**config.mk**
```make
export PLATFORM = sky130hd
export DESIGN_NAME = alu_issue_ctrl
export DESIGN_NICKNAME = d
export VERILOG_FILES = /design/src/rtl/alu_issue_ctrl_pkg.sv /design/src/rtl/alu_issue_ctrl_regfile.sv /design/src/rtl/alu_issue_ctrl.sv
export SDC_FILE = /design/constraint.sdc
export NUM_CORES = 1
export LEC_CHECK = 0
export BUFFER_PORTS_ARGS = -buffer_cell sky130_fd_sc_hd__buf_2
export CORE_MARGIN = 3
export CORE_UTILIZATION = 60
export DETAILED_ROUTE_END_ITERATION = 10
export HOLD_SLACK_MARGIN = 0.1
export MAX_ROUTING_LAYER = met4
export PLACE_DENSITY = 0.91
export SLEW_MARGIN = 25
export SYNTH_ARGS = -nofsm -noshare
export SYNTH_HDL_FRONTEND = slang
export SYNTH_SLANG_ARGS = --single-unit
```
**constraint.sdc**
```tcl
create_clock -name clk -period 3.15 [get_ports clk]
set_input_delay 0.1575 -clock clk [delete_from_list [all_inputs] [get_ports clk]]
set_output_delay 0.1575 -clock clk [all_outputs]
set_load 0.05 [all_outputs]
```
**src/rtl/alu_issue_ctrl_pkg.sv**
```systemverilog
// Shared definitions for the ALU decode/issue stage.
// Holds the default parameter values, the ALU opcode map, the I-type class codes,
// the instruction class enum, the issue FSM state enum and opcode classification helpers.
package alu_issue_ctrl_pkg;

  localparam int DATA_W_DEF       = 8;
  localparam int NUM_REGS_DEF     = 16;
  localparam int MAX_INFLIGHT_DEF = 3;
  localparam int BR_SHADOW_DEF    = 1;
  localparam int SHADOW_W         = 4;

  // R-type opcodes (instr[8] = 0)
  localparam logic [4:0] OP_ADD = 5'b00000;
  localparam logic [4:0] OP_SUB = 5'b00001;
  localparam logic [4:0] OP_AND = 5'b00010;
  localparam logic [4:0] OP_OR  = 5'b00011;
  localparam logic [4:0] OP_XOR = 5'b00100;
  localparam logic [4:0] OP_SHL = 5'b00101;
  localparam logic [4:0] OP_SHR = 5'b00110;
  localparam logic [4:0] OP_MV  = 5'b00111;

  // I-type class codes (opcode bits [4:2])
  localparam logic [2:0] CLS_ADDI = 3'b100;
  localparam logic [2:0] CLS_BNE  = 3'b101;
  localparam logic [2:0] CLS_BEZ  = 3'b110;
  localparam logic [2:0] CLS_LDI  = 3'b111;

  typedef enum logic [1:0] {OP_R, OP_IMM, OP_BR} op_class_e;

  typedef enum logic {ST_RUN, ST_SQUASH} issue_state_e;

  function automatic op_class_e op_class(input logic [4:0] op);
    if (!op[4]) return OP_R;
    if ((op[4:2] == CLS_BNE) || (op[4:2] == CLS_BEZ)) return OP_BR;
    return OP_IMM;
  endfunction

  // Every non-branch op targets R0 and therefore counts as an in-flight producer.
  function automatic logic is_r0_writer(input logic [4:0] op);
    return op_class(op) != OP_BR;
  endfunction

endpackage

```
**src/rtl/alu_issue_ctrl_regfile.sv**
```systemverilog
// Register file for the issue stage.
// NUM_REGS x DATA_W storage, two asynchronous read ports, one synchronous write port.
// A write in the same cycle as a read of the same index is forwarded to the read data.
// Ports:
//   clk, rst_n            clock, asynchronous active-low reset (clears all registers)
//   i_we/i_waddr/i_wdata  write port
//   i_raddrA/o_rdataA     read port A
//   i_raddrB/o_rdataB     read port B
module alu_issue_ctrl_regfile #(
  parameter int DATA_W   = 8,
  parameter int NUM_REGS = 16,
  parameter int ADDR_W   = 4
) (
  input  logic              clk,
  input  logic              rst_n,
  input  logic              i_we,
  input  logic [ADDR_W-1:0] i_waddr,
  input  logic [DATA_W-1:0] i_wdata,
  input  logic [ADDR_W-1:0] i_raddrA,
  output logic [DATA_W-1:0] o_rdataA,
  input  logic [ADDR_W-1:0] i_raddrB,
  output logic [DATA_W-1:0] o_rdataB
);

  logic [DATA_W-1:0] r_mem [NUM_REGS];

  always_ff @(posedge clk or negedge rst_n) begin
    if (!rst_n) begin
      for (int i = 0; i < NUM_REGS; i++) r_mem[i] <= '0;
    end else if (i_we) begin
      r_mem[i_waddr] <= i_wdata;
    end
  end

  // Write-through so a writeback landing this cycle is seen by a same-cycle decode.
  assign o_rdataA = (i_we && (i_waddr == i_raddrA)) ? i_wdata : r_mem[i_raddrA];
  assign o_rdataB = (i_we && (i_waddr == i_raddrB)) ? i_wdata : r_mem[i_raddrB];

endmodule

```
**src/rtl/alu_issue_ctrl.sv**
```systemverilog
// Decode/issue stage feeding a combinational ALU.
// Decodes 9-bit instructions into OP/inOne/inTwo, holds them in a one-entry issue
// register, interlocks on outstanding R0 producers and drops wrong-path instructions
// after a taken branch.
// Ports:
//   clk, rst_n                     clock, asynchronous active-low reset
//   i_in_valid/i_in_instr/o_in_ready   fetch handshake
//   o_alu_valid/i_alu_ready            ALU handshake
//   o_alu_op/o_alu_in_one/o_alu_in_two issued op and operands
//   i_alu_branch_pass                  ALU branch compare result for the issuing branch
//   i_wb_en/i_wb_addr/i_wb_data        register writeback
//   o_redirect_valid/o_redirect_off    one-cycle fetch redirect with sign-extended offset
//   o_err_underflow                    sticky: R0 writeback with nothing in flight
module alu_issue_ctrl
  import alu_issue_ctrl_pkg::*;
#(
  parameter int DATA_W       = DATA_W_DEF,
  parameter int NUM_REGS     = NUM_REGS_DEF,
  parameter int MAX_INFLIGHT = MAX_INFLIGHT_DEF,
  parameter int BR_SHADOW    = BR_SHADOW_DEF
) (
  input  logic              clk,
  input  logic              rst_n,
  input  logic              i_in_valid,
  input  logic [8:0]        i_in_instr,
  output logic              o_in_ready,
  output logic              o_alu_valid,
  input  logic              i_alu_ready,
  output logic [4:0]        o_alu_op,
  output logic [DATA_W-1:0] o_alu_in_one,
  output logic [DATA_W-1:0] o_alu_in_two,
  input  logic              i_alu_branch_pass,
  input  logic              i_wb_en,
  input  logic [3:0]        i_wb_addr,
  input  logic [DATA_W-1:0] i_wb_data,
  output logic              o_redirect_valid,
  output logic [DATA_W-1:0] o_redirect_off,
  output logic              o_err_underflow
);

  localparam int CNT_W = $clog2(MAX_INFLIGHT + 1);

  logic [DATA_W-1:0] w_rdR0, w_rdRs, w_imm;
  logic              w_wbR0, w_interlock, w_atCap, w_runReady;
  logic              w_accept, w_issueLoad, w_handshake, w_takenBr;
  logic              w_incCnt, w_decCnt;

  logic [CNT_W-1:0]    r_cnt;
  logic                r_aluValid;
  logic [4:0]          r_aluOp;
  logic [DATA_W-1:0]   r_aluInOne, r_aluInTwo;
  logic                r_redirectValid;
  logic [DATA_W-1:0]   r_redirectOff;
  logic                r_errUnderflow;

  issue_state_e        r_state, w_stateNext;
  logic [SHADOW_W-1:0] r_shadowCnt, w_shadowNext;

  alu_issue_ctrl_regfile #(
    .DATA_W  (DATA_W),
    .NUM_REGS(NUM_REGS),
    .ADDR_W  (4)
  ) u_regfile (
    .clk     (clk),
    .rst_n   (rst_n),
    .i_we    (i_wb_en),
    .i_waddr (i_wb_addr),
    .i_wdata (i_wb_data),
    .i_raddrA(4'd0),
    .o_rdataA(w_rdR0),
    .i_raddrB(i_in_instr[3:0]),
    .o_rdataB(w_rdRs)
  );

  assign w_imm = {{(DATA_W-6){i_in_instr[5]}}, i_in_instr[5:0]};

  // A lone outstanding R0 producer may be bypassed when its writeback arrives this
  // cycle; the regfile write-through then supplies the fresh R0 value.
  assign w_wbR0      = i_wb_en && (i_wb_addr == 4'd0);
  assign w_interlock = (r_cnt != '0) && !((r_cnt == CNT_W'(1)) && w_wbR0);
  assign w_atCap     = (r_cnt == CNT_W'(MAX_INFLIGHT));
  assign w_runReady  = (!r_aluValid || i_alu_ready) && !w_interlock && !w_atCap;

  assign w_accept    = i_in_valid && o_in_ready;
  assign w_handshake = r_aluValid && i_alu_ready;
  assign w_takenBr   = w_handshake && (op_class(r_aluOp) == OP_BR) && i_alu_branch_pass;
  assign w_incCnt    = w_handshake && is_r0_writer(r_aluOp);
  assign w_decCnt    = w_wbR0;

  always_ff @(posedge clk or negedge rst_n) begin
    if (!rst_n) begin
      r_state     <= ST_RUN;
      r_shadowCnt <= '0;
    end else begin
      r_state     <= w_stateNext;
      r_shadowCnt <= w_shadowNext;
    end
  end

  // A taken branch (re)arms the shadow; each accept while squashing burns one slot.
  always_comb begin
    w_stateNext  = r_state;
    w_shadowNext = r_shadowCnt;
    if (w_takenBr && (BR_SHADOW > 0)) begin
      w_stateNext  = ST_SQUASH;
      w_shadowNext = SHADOW_W'(BR_SHADOW);
    end else if ((r_state == ST_SQUASH) && w_accept) begin
      w_shadowNext = r_shadowCnt - 1'b1;
      if (r_shadowCnt == SHADOW_W'(1)) w_stateNext = ST_RUN;
    end
  end

  // While squashing, fetch is drained unconditionally and nothing reaches the issue register.
  always_comb begin
    o_in_ready  = w_runReady;
    w_issueLoad = 1'b0;
    if (r_state == ST_SQUASH) begin
      o_in_ready = 1'b1;
    end else begin
      w_issueLoad = w_accept;
    end
  end

  always_ff @(posedge clk or negedge rst_n) begin
    if (!rst_n) begin
      r_aluValid <= 1'b0;
      r_aluOp    <= '0;
      r_aluInOne <= '0;
      r_aluInTwo <= '0;
    end else if (w_issueLoad) begin
      r_aluValid <= 1'b1;
      r_aluOp    <= i_in_instr[8:4];
      r_aluInOne <= w_rdR0;
      r_aluInTwo <= i_in_instr[8] ? w_imm : w_rdRs;
    end else if (w_handshake) begin
      r_aluValid <= 1'b0;
    end
  end

  // Simultaneous issue and writeback of R0 producers cancel out.
  always_ff @(posedge clk or negedge rst_n) begin
    if (!rst_n) begin
      r_cnt          <= '0;
      r_errUnderflow <= 1'b0;
    end else if (w_incCnt && !w_decCnt) begin
      if (!w_atCap) r_cnt <= r_cnt + 1'b1;
    end else if (w_decCnt && !w_incCnt) begin
      if (r_cnt == '0) r_errUnderflow <= 1'b1;
      else             r_cnt <= r_cnt - 1'b1;
    end
  end

  // Branch operand two is the sign-extended immediate, which doubles as the offset.
  always_ff @(posedge clk or negedge rst_n) begin
    if (!rst_n) begin
      r_redirectValid <= 1'b0;
      r_redirectOff   <= '0;
    end else begin
      r_redirectValid <= w_takenBr;
      if (w_takenBr) r_redirectOff <= r_aluInTwo;
    end
  end

  assign o_alu_valid      = r_aluValid;
  assign o_alu_op         = r_aluOp;
  assign o_alu_in_one     = r_aluInOne;
  assign o_alu_in_two     = r_aluInTwo;
  assign o_redirect_valid = r_redirectValid;
  assign o_redirect_off   = r_redirectOff;
  assign o_err_underflow  = r_errUnderflow;

endmodule

```
==> results of run 1 <==
## power breakdown
group          switching (uW)  internal, uW
Combinational            1030           705
Sequential                343          2660
Clock                     858          1490
## worst max-delay path, stage by stage, from the launching register on
cell     delay [ps]
dfrtp_1         420
ha_1            290
nor3b_2         400
nand2_1         530
a32oi_1         400
o21ai_1         120
## kinds of logic after synthesis
group | synth area share [%]
buffers and inverters | 2.91
flip-flops | 53.7
AO/OA/AOI/OAI | 3.87
multiplexers | 29.0
XOR/XNOR | 1.01
adder cells (fa/ha/maj) | 1.12
AND/OR/NAND/NOR | 8.42
## layer usage
layer  global-route usage, %  part of all wire, %  up-vias
li1                        -                    -     2182
met4                    12.5                  3.7        0
met2                    46.4                   50      356
met1                    36.6                   38     2690
met3                    6.08                  8.5       75
met5                       -                    0        -
## registers in the layout (all words and copies together) (netlist names)
name              flops
o_alu_op              5
o_redirect_off        8
r_cnt                 2
r_shadowCnt           4
o_err_underflow       1
u_regfile.r_mem     128
o_alu_in_two          8
o_redirect_valid      1
o_alu_in_one          8
o_alu_valid           1
r_state               1
## cells in the mapped netlist, types with 2 or more instances
master and instances:
dfrtp_1 167, mux2_2 128, nand2_1 81, mux4_2 20, a22oi_1 17, clkbuf_1 14, mux4_1 12, inv_1 9
nor2_1 9, nor2_2 9, buf_2 8, ha_1 7, nand3_1 7, a32oi_1 5, mux2i_1 5, nand3b_1 5
o21ai_0 5, o21ai_1 5, xor2_1 5, a21o_1 4, buf_4 4, nand4_1 4, nor2b_1 4, xnor2_1 4
a21oi_1 3, and3_1 3, nand2b_1 3, or3_1 3, buf_6 2, clkdlybuf4s25_2 2
## area by class of cell
cell class	count	area [sq um]
inverters	9	33.8
multi-input cells	361	3380
fillers	720	3460
clock buffers	21	480
flip-flops and latches	167	4180
repair buffers	71	422
clock inverters	11	193
well taps	168	210
## metrics by stage
step	total power, uW	setup slack [ps]	cell area (sq um)
finish	7080	864	8900
global route	7310	753	8900
CTS	7050	923	8900
detailed placement	4650	1070	8160
global placement	4520	1140	8160
floorplan	4160	1300	7790
## worst min path at each step
stage / endpoint / slack [ps]
finish: o_alu_in_two[6]$_DFFE_PN0P_ / 130
global route: o_alu_in_two[6]$_DFFE_PN0P_ / 150
global placement: r_shadowCnt[1]$_DFFE_PN0P_ / 230
CTS: o_alu_in_two[6]$_DFFE_PN0P_ / 110
floorplan: o_alu_in_one[0]$_DFFE_PN0P_ / -140
detailed placement: r_shadowCnt[0]$_DFFE_PN0P_ / 240
==> metrics.md, run 1 <==
| Metric | Value |
|---|---|
| Outcome | complete, no violations |
| Number of antenna violations at the first check in global routing | 0 |
| Post-CTS Hold Buffers | 7 |
| # diodes | 0 |
| TritonCTS clock tree | built |
| Max-cap viol count | 0 |
| Height of the die | 120 um |
| Clock transition at the register clock pins on the worst setup and hold paths after CTS | 70 ps |
| Post-detailed-route count of antenna-violating nets | 0 |
| Aggregate negative setup slack | 0 ps |
| Mean post-synth cell area | 13.7 sq um |
| Netlist area before placement | between 7000 and 8000 sq um |
| Timing endpoint of the critical path | o_alu_in_two[2]$_DFFE_PN0P_ |
| DRC violation total after the first TritonRoute iteration | a little under 700 |
| Number of buffers added by the clock tree synthesis step | 17 |
| #FFs+latches synth | 167 |
| Number of warning messages in the yosys log | 0 |
| Total of cells resized after clock tree synthesis | 0 |
| Via count of the first global-routing pass | 5630 |
| Global router's overall resource usage | 29.1% |
| Critical Path Start Type | flop |
| Final cell count without fillers | 808 |
| Cell types occupying the most area after synthesis | dfrtp_1 (54%), mux2_2 (19%), mux4_2 (5.8%), mux4_1 (4.0%), nand2_1 (3.9%) |
| Unique masters post-synth | 45 |
| Half-perimeter wire length of the detailed placement result | 11700 um |
| Worst hold path type | in -> reg |
| Buffers on Ports | 59 |
| Post-CTS Setup Bufs | 0 |
| Highest-count cells in the layout ignoring fill and taps | dfrtp_1 (167), mux2_2 (128), nand2_1 (81) |
| Max H-tree Level | 4 |
| Logic depth of the worst register-to-register path | 5 |
| Final critical-path required period | 2290 ps |
| Number of top-level pins | 60 |
| Clock Tree Buf Depth | 2 |
| Pin count of the biggest net entering global routing | 80 |
| First-pass GRT wire length | roughly 31000 um |
| Final period utilization | 72.6% |
| Worst-case clock skew | slightly above 9 ps |
| Residual DRC | 0 |
| Overflow after GRT | 0 |
| Total number of vias | 5303 |
| Max rail drop VDD | 0.420 mV |
| Mean routed wirelength per cell | 24.1 um |
| Arrival @ worst endpoint | 2590 ps |
| Setup slack on the worst flop-to-flop path | 860 ps |
| Total setup violations reported at the end of the flow | 0 |
| Core footprint | 12400 sq um |
| Most used DFF post-synth | dfrtp_1 |
| Share of the synthesized area in the top cell type | a little over half |
| Worst Path Required | 3460 ps |
| Final count of pins violating max slew | 0 |
| Type of the worst setup path | reg -> reg |
| Synthesis-to-finish area growth | 14.3% |
| Hold Path Stages | 3 |
| Cell Rows | 40 |
| Router iterations before antenna repair | 7 |
| CTS root buffer | clkbuf_16 |
| Fraction of synthesis flops using an asynchronous set or reset pin | 100% |
| Number of nets in the final layout | about 660 |
| Static leakage | 0.00416 uW |
| Placed Cells incl. Taps | 769 |
| Final core utilization | 72.0% |
| Sequential element share of the synthesized area | 53.7% |
| Chip Width | 120 um |
| Worst setup EP type | flop |
| Critical-path maximum fanout | 20 |
| Slew HR | 39.2% |
| Worst reg2reg path endpoint | o_alu_in_two[2]$_DFFE_PN0P_ |
| Overall routed net length | just under 20000 um |
| Overall die area | 14400 sq um |
| Yosys top cell by area | dfrtp_1 |
| Worst setup path startpoint | r_cnt[0]$_DFFE_PN0P_ |
| Number of vias per cell after detailed routing | 6.56 |
| Number of instances in the synthesized netlist | about 570 |
| Leading cell type in the layout, fill and taps excluded | dfrtp_1 |
| EDFF count, synth | 0 |
| RSZ-0062 raised after global routing | no |
| Power Density | ~800 nW/um^2 |
| TritonCTS sink count | around 170 |
| Pin slew with the least headroom to its limit | 911 ps |
| Origin of the critical flop-to-flop path | r_cnt[0]$_DFFE_PN0P_ |
| HP Start | i_in_instr[8] |
| Insertion delay of the later-clocked pin in the worst-skew pair | about 430 ps |
| Number of nets produced by synthesis | about 600 |
| Achievable Freq | about 440 MHz |
| Worst Hold Slack | between 100 and 150 ps |
| Number of hold violations in the final report | 0 |
| Share of layout cells above drive strength 1 | around 40% |
| Effective utilization at floorplan | between 60% and 70% |
| Last weighted congestion value of the routability-driven placer | slightly above 0.9 |
No activity file was read; power rests on OpenSTA's default activity.
==> inputs of run 2 (changes only) <==
--- a/config.mk
+++ b/config.mk
@@ -7,11 +7,11 @@
 export LEC_CHECK = 0
 export BUFFER_PORTS_ARGS = -buffer_cell sky130_fd_sc_hd__buf_2
 export CORE_MARGIN = 3
-export CORE_UTILIZATION = 60
+export CORE_UTILIZATION = 54
 export DETAILED_ROUTE_END_ITERATION = 10
 export HOLD_SLACK_MARGIN = 0.1
 export MAX_ROUTING_LAYER = met4
-export PLACE_DENSITY = 0.91
+export PLACE_DENSITY = 0.87
 export SLEW_MARGIN = 25
 export SYNTH_ARGS = -nofsm -noshare
 export SYNTH_HDL_FRONTEND = slang
==> constraint.sdc (replaced) <==
create_clock -name clk -period 1.9 [get_ports clk]
set_input_delay 0.095 -clock clk [delete_from_list [all_inputs] [get_ports clk]]
set_output_delay 0.095 -clock clk [all_outputs]
set_load 0.05 [all_outputs]
==> metrics.md, run 2 (synthesis results as in run 1) <==
| Metric | Value |
|---|---|
| Outcome | complete, no violations |
| Register containing the most flip-flops in the final layout | u_regfile.r_mem |
| Height of the die | 126 um |
| Slew HR | 56.6% |
| Worst setup EP type | flop |
| Pin slew with the least headroom to its limit | 649 ps |
| DRC violation total after the first TritonRoute iteration | 449 |
| Worst-case clock skew | 4.02 ps |
| CTS root buffer | clkbuf_16 |
| Router iterations before antenna repair | 6 |
| Synthesis-to-finish area growth | 17.4% |
| Overflow after GRT | 0 |
| Leading cell type in the layout, fill and taps excluded | dfrtp_1 |
| Worst hold path type | in -> reg |
| Area taken by multi-input logic gates | 3430 sq um |
| TritonCTS sink count | ~170 |
| Worst Hold Slack | approximately 110 ps |
| Power Density | 1240 nW/um^2 |
| Overall die area | 15900 sq um |
| Sequential standard cell area | 4180 sq um |
| Number of antenna violations at the first check in global routing | 0 |
| Insertion delay of the later-clocked pin in the worst-skew pair | 430 ps |
| Effective utilization at floorplan | 55.7% |
| # diodes | 0 |
| Arrival @ worst endpoint | about 2200 ps |
| Final critical-path required period | between 1500 and 2000 ps |
| Max rail drop VDD | 0.777 mV |
| Number of top-level pins | 60 |
| Max H-tree Level | 4 |
| First-pass GRT wire length | roughly 30000 um |
| Clock Tree Buf Depth | 2 |
| Half-perimeter wire length of the detailed placement result | 12700 um |
| Critical-path maximum fanout | 12 |
| Overall routed net length | 18600 um |
| Met1 usage | between 30% and 40% |
| Cell Rows | 43 |
| Share of layout cells above drive strength 1 | 42.6% |
| Residual DRC | 0 |
| Last weighted congestion value of the routability-driven placer | slightly below 0.9 |
| Post-detailed-route count of antenna-violating nets | 0 |
| Number of nets in the final layout | between 600 and 700 |
| Total number of vias | between 5000 and 6000 |
| Grt met3 use | 6.28% |
| Total setup violations reported at the end of the flow | 0 |
| Clock transition at the register clock pins on the worst setup and hold paths after CTS | around 60 ps |
| Via count of the first global-routing pass | roughly 5500 |
| Achievable Freq | 538 MHz |
| Post-layout power | around 11000 uW |
| Logic depth of the worst register-to-register path | 7 |
| TritonCTS clock tree | built |
| Static leakage | roughly 0.0043 uW |
| Layer with the highest usage | met2 |
| Pin count of the biggest net entering global routing | 50 |
| Number of hold violations in the final report | 0 |
| Placed Cells incl. Taps | approximately 800 |
| Number of vias per cell after detailed routing | 6.25 |
| Hold Path Stages | 3 |
| Routing usage on met2 | 40.4% |
| Number of buffers added by the clock tree synthesis step | 17 |
| Buffers on Ports | 59 |
| Chip Width | between 100 and 150 um |
| Total of fill cells in the finished design | 930 |
| Max FFs per register | 128 |
| Max-cap viol count | 0 |
| Final cell count without fillers | ~850 |
| Worst Path Required | 2260 ps |
| Critical Path Start Type | flop |
| Final period utilization | 97.9% |
| Core footprint | 14000 sq um |
| Aggregate negative setup slack | 0 ps |
| Mean routed wirelength per cell | ~22 um |
| Final count of pins violating max slew | 0 |
| Final core utilization | 65.3% |
| Global router's overall resource usage | 25.0% |
| Highest-count cells in the layout ignoring fill and taps | dfrtp_1 (167), mux2_2 (128), nand2_1 (79) |
| Type of the worst setup path | reg -> reg |
## run 2: through the flow
stage / setup WS, ps / cell area, sq um
6_report: 40.2 / 9140
5_1_grt: -27.0 / 9140
4_1_cts: 13.9 / 9110
3_5_place_dp: 58.9 / 8350
3_3_place_gp: 189 / 8350
2_1_floorplan: 51.1 / 7790
## run 2: layout make-up
| cell class | instances | share of cell area, % |
|---|---|---|
| Clock buffer | 23 | 5.34 |
| Timing Repair Buffer | 97 | 7.52 |
| Tap cell | 180 | 2.46 |
| Multi-Input combinational cell | 361 | 37.5 |
| Sequential cell | 167 | 45.7 |
| Clock inverter | 9 | 1.07 |
| Inverter | 9 | 0.370 |
## run 2: routing by layer
metal	vias up	routed length, um
met5	-	0
met4	0	528
met3	61	1370
met2	280	9210
met1	2714	7470
li1	2236	-
## run 2: power by group
group | internal (uW) | switching (uW)
combinational | 1290 | 1690
sequential | 4410 | 556
clock | 2060 | 1340
total | 7750 | 3590
## run 2: critical path, stage by stage (launching register included)
cell,delay (ps)
dfrtp_1,400
buf_4,150
ha_1,260
nor3b_4,310
and2_1,270
buf_4,220
nand2_1,110
nand2_1,80
## run 2: worst paths after layout
kind                                                     to                          start  slack, ps
min reg2reg                   o_redirect_off[0]$_DFFE_PN0N_  o_redirect_off[0]$_DFFE_PN0N_        470
max reg2reg                     o_alu_in_one[6]$_DFFE_PN0P_           r_cnt[1]$_DFFE_PN0P_         40
max in group asynchronous  u_regfile.r_mem[108]$_DFFE_PN0P_                          rst_n       1150
min in group asynchronous     o_redirect_off[6]$_DFFE_PN0N_                          rst_n        150
min                             o_alu_in_two[7]$_DFFE_PN0P_                   i_wb_data[7]        110
max                             o_alu_in_one[6]$_DFFE_PN0P_           r_cnt[1]$_DFFE_PN0P_         40
## run 2: timing repair
| item | CTS | global route |
|---|---|---|
| hold buffers | 11 | 0 |
| pin swaps | 2 | 2 |
| gates cloned | 0 | 0 |
| buffers inserted | 5 | 1 |
| endpoints found under the setup margin | 1 | 19 |
| endpoints found under the hold margin | 179 | 0 |
| gates resized for setup | 7 | 7 |
